--- src/rtl/if_fetch_ctrl.sv ---
// if_fetch_ctrl: fetch-stage controller owning the PC, tracking the in-flight IROM read and feeding IF/ID
module if_fetch_ctrl #(
  parameter logic [31:0] RESET_PC = 32'h0000_0000,
  parameter int          CNT_W    = 16
) (
  input  logic             clk_i,
  input  logic             rst_i,
  input  logic             stall_i,
  input  logic             redirect_i,
  input  logic [31:0]      redirect_pc_i,
  output logic [31:0]      irom_addr_o,
  input  logic [31:0]      irom_inst_i,
  output logic [31:0]      if_id_pc_o,
  output logic [31:0]      if_id_inst_o,
  output logic             if_id_valid_o,
  output logic             misalign_o,
  output logic [CNT_W-1:0] redirect_cnt_o
);
  localparam logic [31:0] NOP = 32'h0000_0013;
  typedef enum logic {RUN, HOLD} state_t;
  state_t      state_q, state_d;
  logic [31:0] pc_q, f1_pc_q, skid_inst_q, fetched;
  logic        f1_vld_q, advance;
  assign irom_addr_o = pc_q;
  // next state: redirect always returns to RUN, a stall parks in HOLD
  always_comb begin
    state_d = redirect_i ? RUN : (stall_i ? HOLD : RUN);
    advance = !redirect_i && !stall_i;
    fetched = (state_q == HOLD) ? skid_inst_q : irom_inst_i;
  end
  // state register
  always_ff @(posedge clk_i) begin
    if (rst_i) state_q <= RUN;
    else       state_q <= state_d;
  end
  // PC, in-flight fetch, skid, IF/ID and status registers
  always_ff @(posedge clk_i) begin
    if (rst_i) begin
      pc_q           <= RESET_PC;
      f1_pc_q        <= '0;
      f1_vld_q       <= 1'b0;
      skid_inst_q    <= '0;
      if_id_pc_o     <= '0;
      if_id_inst_o   <= NOP;
      if_id_valid_o  <= 1'b0;
      misalign_o     <= 1'b0;
      redirect_cnt_o <= '0;
    end else if (redirect_i) begin
      pc_q           <= {redirect_pc_i[31:2], 2'b00};
      f1_vld_q       <= 1'b0;
      skid_inst_q    <= '0;
      if_id_inst_o   <= NOP;
      if_id_valid_o  <= 1'b0;
      misalign_o     <= misalign_o | (|redirect_pc_i[1:0]);
      redirect_cnt_o <= redirect_cnt_o + {{(CNT_W-1){1'b0}}, ~&redirect_cnt_o};
    end else if (advance) begin
      if_id_pc_o     <= f1_pc_q;
      if_id_inst_o   <= f1_vld_q ? fetched : NOP;
      if_id_valid_o  <= f1_vld_q;
      f1_pc_q        <= pc_q;
      f1_vld_q       <= 1'b1;
      pc_q           <= pc_q + 32'd4;
    end else if (state_q == RUN) begin
      skid_inst_q    <= irom_inst_i;
    end
  end
endmodule
--- config.mk ---
export PLATFORM = sky130hd
export DESIGN_NAME = if_fetch_ctrl
export DESIGN_NICKNAME = d
export VERILOG_FILES = /design/src/rtl/if_fetch_ctrl.sv
export SDC_FILE = /design/constraint.sdc
export NUM_CORES = 1
export LEC_CHECK = 0
export CAP_MARGIN = 0
export CORE_AREA = 8 8 132 134
export DETAILED_ROUTE_END_ITERATION = 10
export DIE_AREA = 0 0 140 142
export PLACE_DENSITY = 0.77
export SKIP_LAST_GASP = 1
export SYNTH_ARGS = -nofsm -noshare
export SYNTH_HDL_FRONTEND = slang
export SYNTH_SLANG_ARGS = --single-unit
export TNS_END_PERCENT = 1
--- constraint.sdc ---
create_clock -name clk_i -period 2.9 [get_ports clk_i]
set_input_delay 0.725 -clock clk_i [delete_from_list [all_inputs] [get_ports clk_i]]
set_output_delay 0.725 -clock clk_i [all_outputs]
set_load 0.02 [all_outputs]
==> flow_summary_export.csv <==
group,metric,value,unit
run_status,status,"finished clean",
timing,fin_setup_tns,0,ps
routing,first_iteration_detailed_routing_drc_count,422,
floorplanning,initial_core_util,0.473,
final_layout,num_antenna_cells,0,
synth,synth.distinct_cells,52,
cts,htree_levels,4,
final_layout,finalCoreUtilization,0.637,
critical_path,category_of_the_most_critical_setup_path,"register to register",
grt,grt_pass1_vias,6339,
timing,tightest_slew,765,ps
routing,route.detailed.drc,0,
min_path,hp-class,"register to register",
timing,rsz0062_at_grt,"false",
routing,ant_nets,0,
timing,finalCritPeriodShare,0.856,
timing,fmaxAchievable,0.403,GHz
final_layout,nets,1099,
place,place_hpwl,14.0,mm
timing,timing.final.setup_violations,0,
timing,skew,7.13,ps
critical_path,setup.worst_path.end_class,"register",
cts,worst_setup_hold_path_clk_slew,70,ps
grt,grt_start_max_net_pins,99,
pwr,power.ir.vdd_worst,0.000354,V
timing,final.min_clock_period,2480,ps
timing,slew-limit-headroom,0.486,
synth,yosys.area.top_type,"sky130_fd_sc_hd__dfxtp_1",
routing,via_count,6773,
synth,ys_warn_count,0,
timing,report.final.slew_viol_count,0,
floorplanning,die_height,142,µm
place,io_buffer_count,177,
synth,async_flop_share,0,
floorplanning,rows,46,
pwr,static-leakage-power,3.35,nW
routing,detail_route.vias_per_cell,5.50,
synth,post-synth-top-area-fraction,0.477,
grt,grt_antenna_before_repair,0,
floorplanning,core_area,15400,µm²
cts,worst_skew_pair.late_latency,420,ps
flow_run,max_cap_violations,0,
cts,cts.root.buffer_cell,"sky130_fd_sc_hd__clkbuf_16",
place,placed_cell_count,1200,
synth,synth.cells.most_frequent,"sky130_fd_sc_hd__nand2_1 (206), sky130_fd_sc_hd__dfxtp_1 (174), sky130_fd_sc_hd__a21oi_1 (99)",
final_layout,drive_above_1_share,0.0914,
cts,clockBufferDepth,2,
synth,syn-cell-area,7300,µm²
critical_path,worst_setup_path_start_kind,"register",
routing,wl,20.2,mm
final_layout,finalNonFillerCells,1231,
cts,tritoncts,"yes",
grt,grt_pass1_wl,32.6,mm
routing,count_of_tritonroute_iterations_in_the_first_routing_pass,4,
pwr,power-per-cell-area,542,nW/µm²
floorplanning,ports_placed_on_the_boundary,182,
cts,tritoncts.num_buffers,17,
cts,cts_hold_buffers,0,
pwr,post-layout-total-power,5.32,mW
synth,syn_avg_cell_area,8.29,µm²
cts,post_cts_setup_buffer_count,0,
critical_path,worst_path_max_delay_cell,"sky130_fd_sc_hd__dfxtp_1",
grt,grt_overflow_total,0,
synth,synth_seq_area_share,0.477,
synth,synth-edff-count,0,
critical_path,worst_path_largest_cell_delay,440,ps
synth,synthFlopType,"sky130_fd_sc_hd__dfxtp_1",
synth,most_frequent_cell_after_synthesis,"sky130_fd_sc_hd__nand2_1",
floorplanning,die_width,140,µm
critical_path,crit_chain,"and4_1, nand4_1, nor3_1, nand4_1, ha_1, ha_1, and3_1, nand2_1, nor3_1, o21a_1",
critical_path,critPathRequiredTime,3220,ps
routing,detail_route.wl_per_cell,16.4,µm
timing,timing.final.hold_violations,0,
critical_path,rr_startpoint,"redirect_cnt_o[5]$_SDFFE_PP0P_",
min_path,min_path_cells,2,
cts,cts.sink_count,174,
floorplanning,dieArea,19900,µm²
critical_path,rr_endpoint,"redirect_cnt_o[12]$_SDFFE_PP0P_",
place,place_congestion,0.840,
final_layout,syn2layout_area_growth,34.7,%
cts,cts.repair.resized,0,
grt,grt_use_total,0.200,
critical_path,cp_data_arrival_time,2800,ps
synth,instance_count_of_the_mapped_netlist,880,
critical_path,reg2reg_setup_slack,420,ps
synth,synth_top_cells_by_area,"sky130_fd_sc_hd__dfxtp_1 (48%), sky130_fd_sc_hd__nand2_1 (11%), sky130_fd_sc_hd__a21oi_1 (6.8%)",
critical_path,path_max_fanout,7,
critical_path,r2r_cells,10,
min_path,worstHoldEndpoint,"skid_inst_q[25]$_SDFFE_PP0N_",
min_path,hp-start,"skid_inst_q[25]$_SDFFE_PP0N_",
synth,yosys_register_bits,174,
[registers in the layout (all words and copies together), names as in the netlist, 16 cells and up]
name	cells
if_id_inst_o	32
skid_inst_q	32
irom_addr_o	30
redirect_cnt_o	16
if_id_pc_o	30
f1_pc_q	30
[per-stage QoR]
| step | instance area [µm²] | setup WS, ps | hold WS (ps) |
|---|---|---|---|
| 2_1_floorplan | 7310 | 530 | 432 |
| 3_5_place_dp | 9240 | 185 | 443 |
| 3_3_place_gp | 9240 | 218 | 434 |
| 6_report | 9830 | 418 | 450 |
| 5_1_grt | 9830 | 228 | 461 |
| 4_1_cts | 9830 | 403 | 453 |
[metal layers]
layer  routed length, µm  track usage  vias to the layer above
met1                8970        0.253                     3193
met4                 263       0.0646                        0
met2                9370        0.317                      206
met5                   0            0                        -
li1                    -            -                     3352
met3                1600       0.0661                       22
[how the worst max path moves through the flow]
stage                                              start                         endpoint  cells past startpoint  slack, ps
after floorplan           redirect_cnt_o[5]$_SDFFE_PP0P_  redirect_cnt_o[12]$_SDFFE_PP0P_                     10        530
after global placement                           stall_i     irom_addr_o[17]$_SDFFE_PP0P_                      6        220
after detailed placement                      redirect_i  redirect_cnt_o[13]$_SDFFE_PP0P_                      6        180
after CTS                 redirect_cnt_o[5]$_SDFFE_PP0P_  redirect_cnt_o[12]$_SDFFE_PP0P_                     10        400
after global routing      redirect_cnt_o[5]$_SDFFE_PP0P_  redirect_cnt_o[14]$_SDFFE_PP0P_                     10        230
final                     redirect_cnt_o[5]$_SDFFE_PP0P_  redirect_cnt_o[12]$_SDFFE_PP0P_                     10        420
[placed cells by master (no fill, tap or decap), types with 7 or more instances in the layout]
| cell type | count |
|---|---|
| sky130_fd_sc_hd__nor3_1 | 12 |
| sky130_fd_sc_hd__xor2_1 | 12 |
| sky130_fd_sc_hd__or3_1 | 10 |
| sky130_fd_sc_hd__buf_4 | 17 |
| sky130_fd_sc_hd__xnor2_1 | 7 |
| sky130_fd_sc_hd__a21oi_1 | 99 |
| sky130_fd_sc_hd__nand2_1 | 206 |
| sky130_fd_sc_hd__inv_1 | 10 |
| sky130_fd_sc_hd__dfxtp_1 | 174 |
| sky130_fd_sc_hd__a211oi_1 | 9 |
| sky130_fd_sc_hd__clkdlybuf4s50_1 | 176 |
| sky130_fd_sc_hd__a22oi_1 | 29 |
| sky130_fd_sc_hd__clkbuf_16 | 17 |
| sky130_fd_sc_hd__nor2_1 | 64 |
| sky130_fd_sc_hd__a311oi_1 | 8 |
| sky130_fd_sc_hd__nand3_1 | 13 |
| sky130_fd_sc_hd__nand4_1 | 24 |
| sky130_fd_sc_hd__o21ai_0 | 8 |
| sky130_fd_sc_hd__mux2_2 | 32 |
[final cells by class]
| type | count | area (µm²) |
|---|---|---|
| fill | 1327 | 5600 |
| timing repair buffer | 197 | 1970 |
| multi-input combinational | 627 | 3510 |
| inverter | 10 | 37.5 |
| clock inverter | 12 | 139 |
| tap | 192 | 240 |
| clock buffer | 19 | 443 |
| sequential | 174 | 3480 |
[where the power goes]
part	internal [mW]	switching (mW)
sequential	2.46	0.0784
combinational	0.258	0.282
clock	1.29	0.956
total	4.01	1.32
[cells by family after synthesis]
family,count (synthesis),share of synthesized area
fa+ha+maj,4,0.00686
compound gates,187,0.161
buf+inv,82,0.0446
simple gates,378,0.233
xor+xnor,19,0.0228
other cells,1,0.000514
flops,174,0.477
mux,35,0.0535
[critical path: cells and delay by family (launching register included)]
kind | cells | cell delay (ps)
compound gates | 1 | 160
fa+ha+maj | 2 | 420
flops | 1 | 440
simple gates | 7 | 1360
No activity file was read; power rests on OpenSTA's default activity.
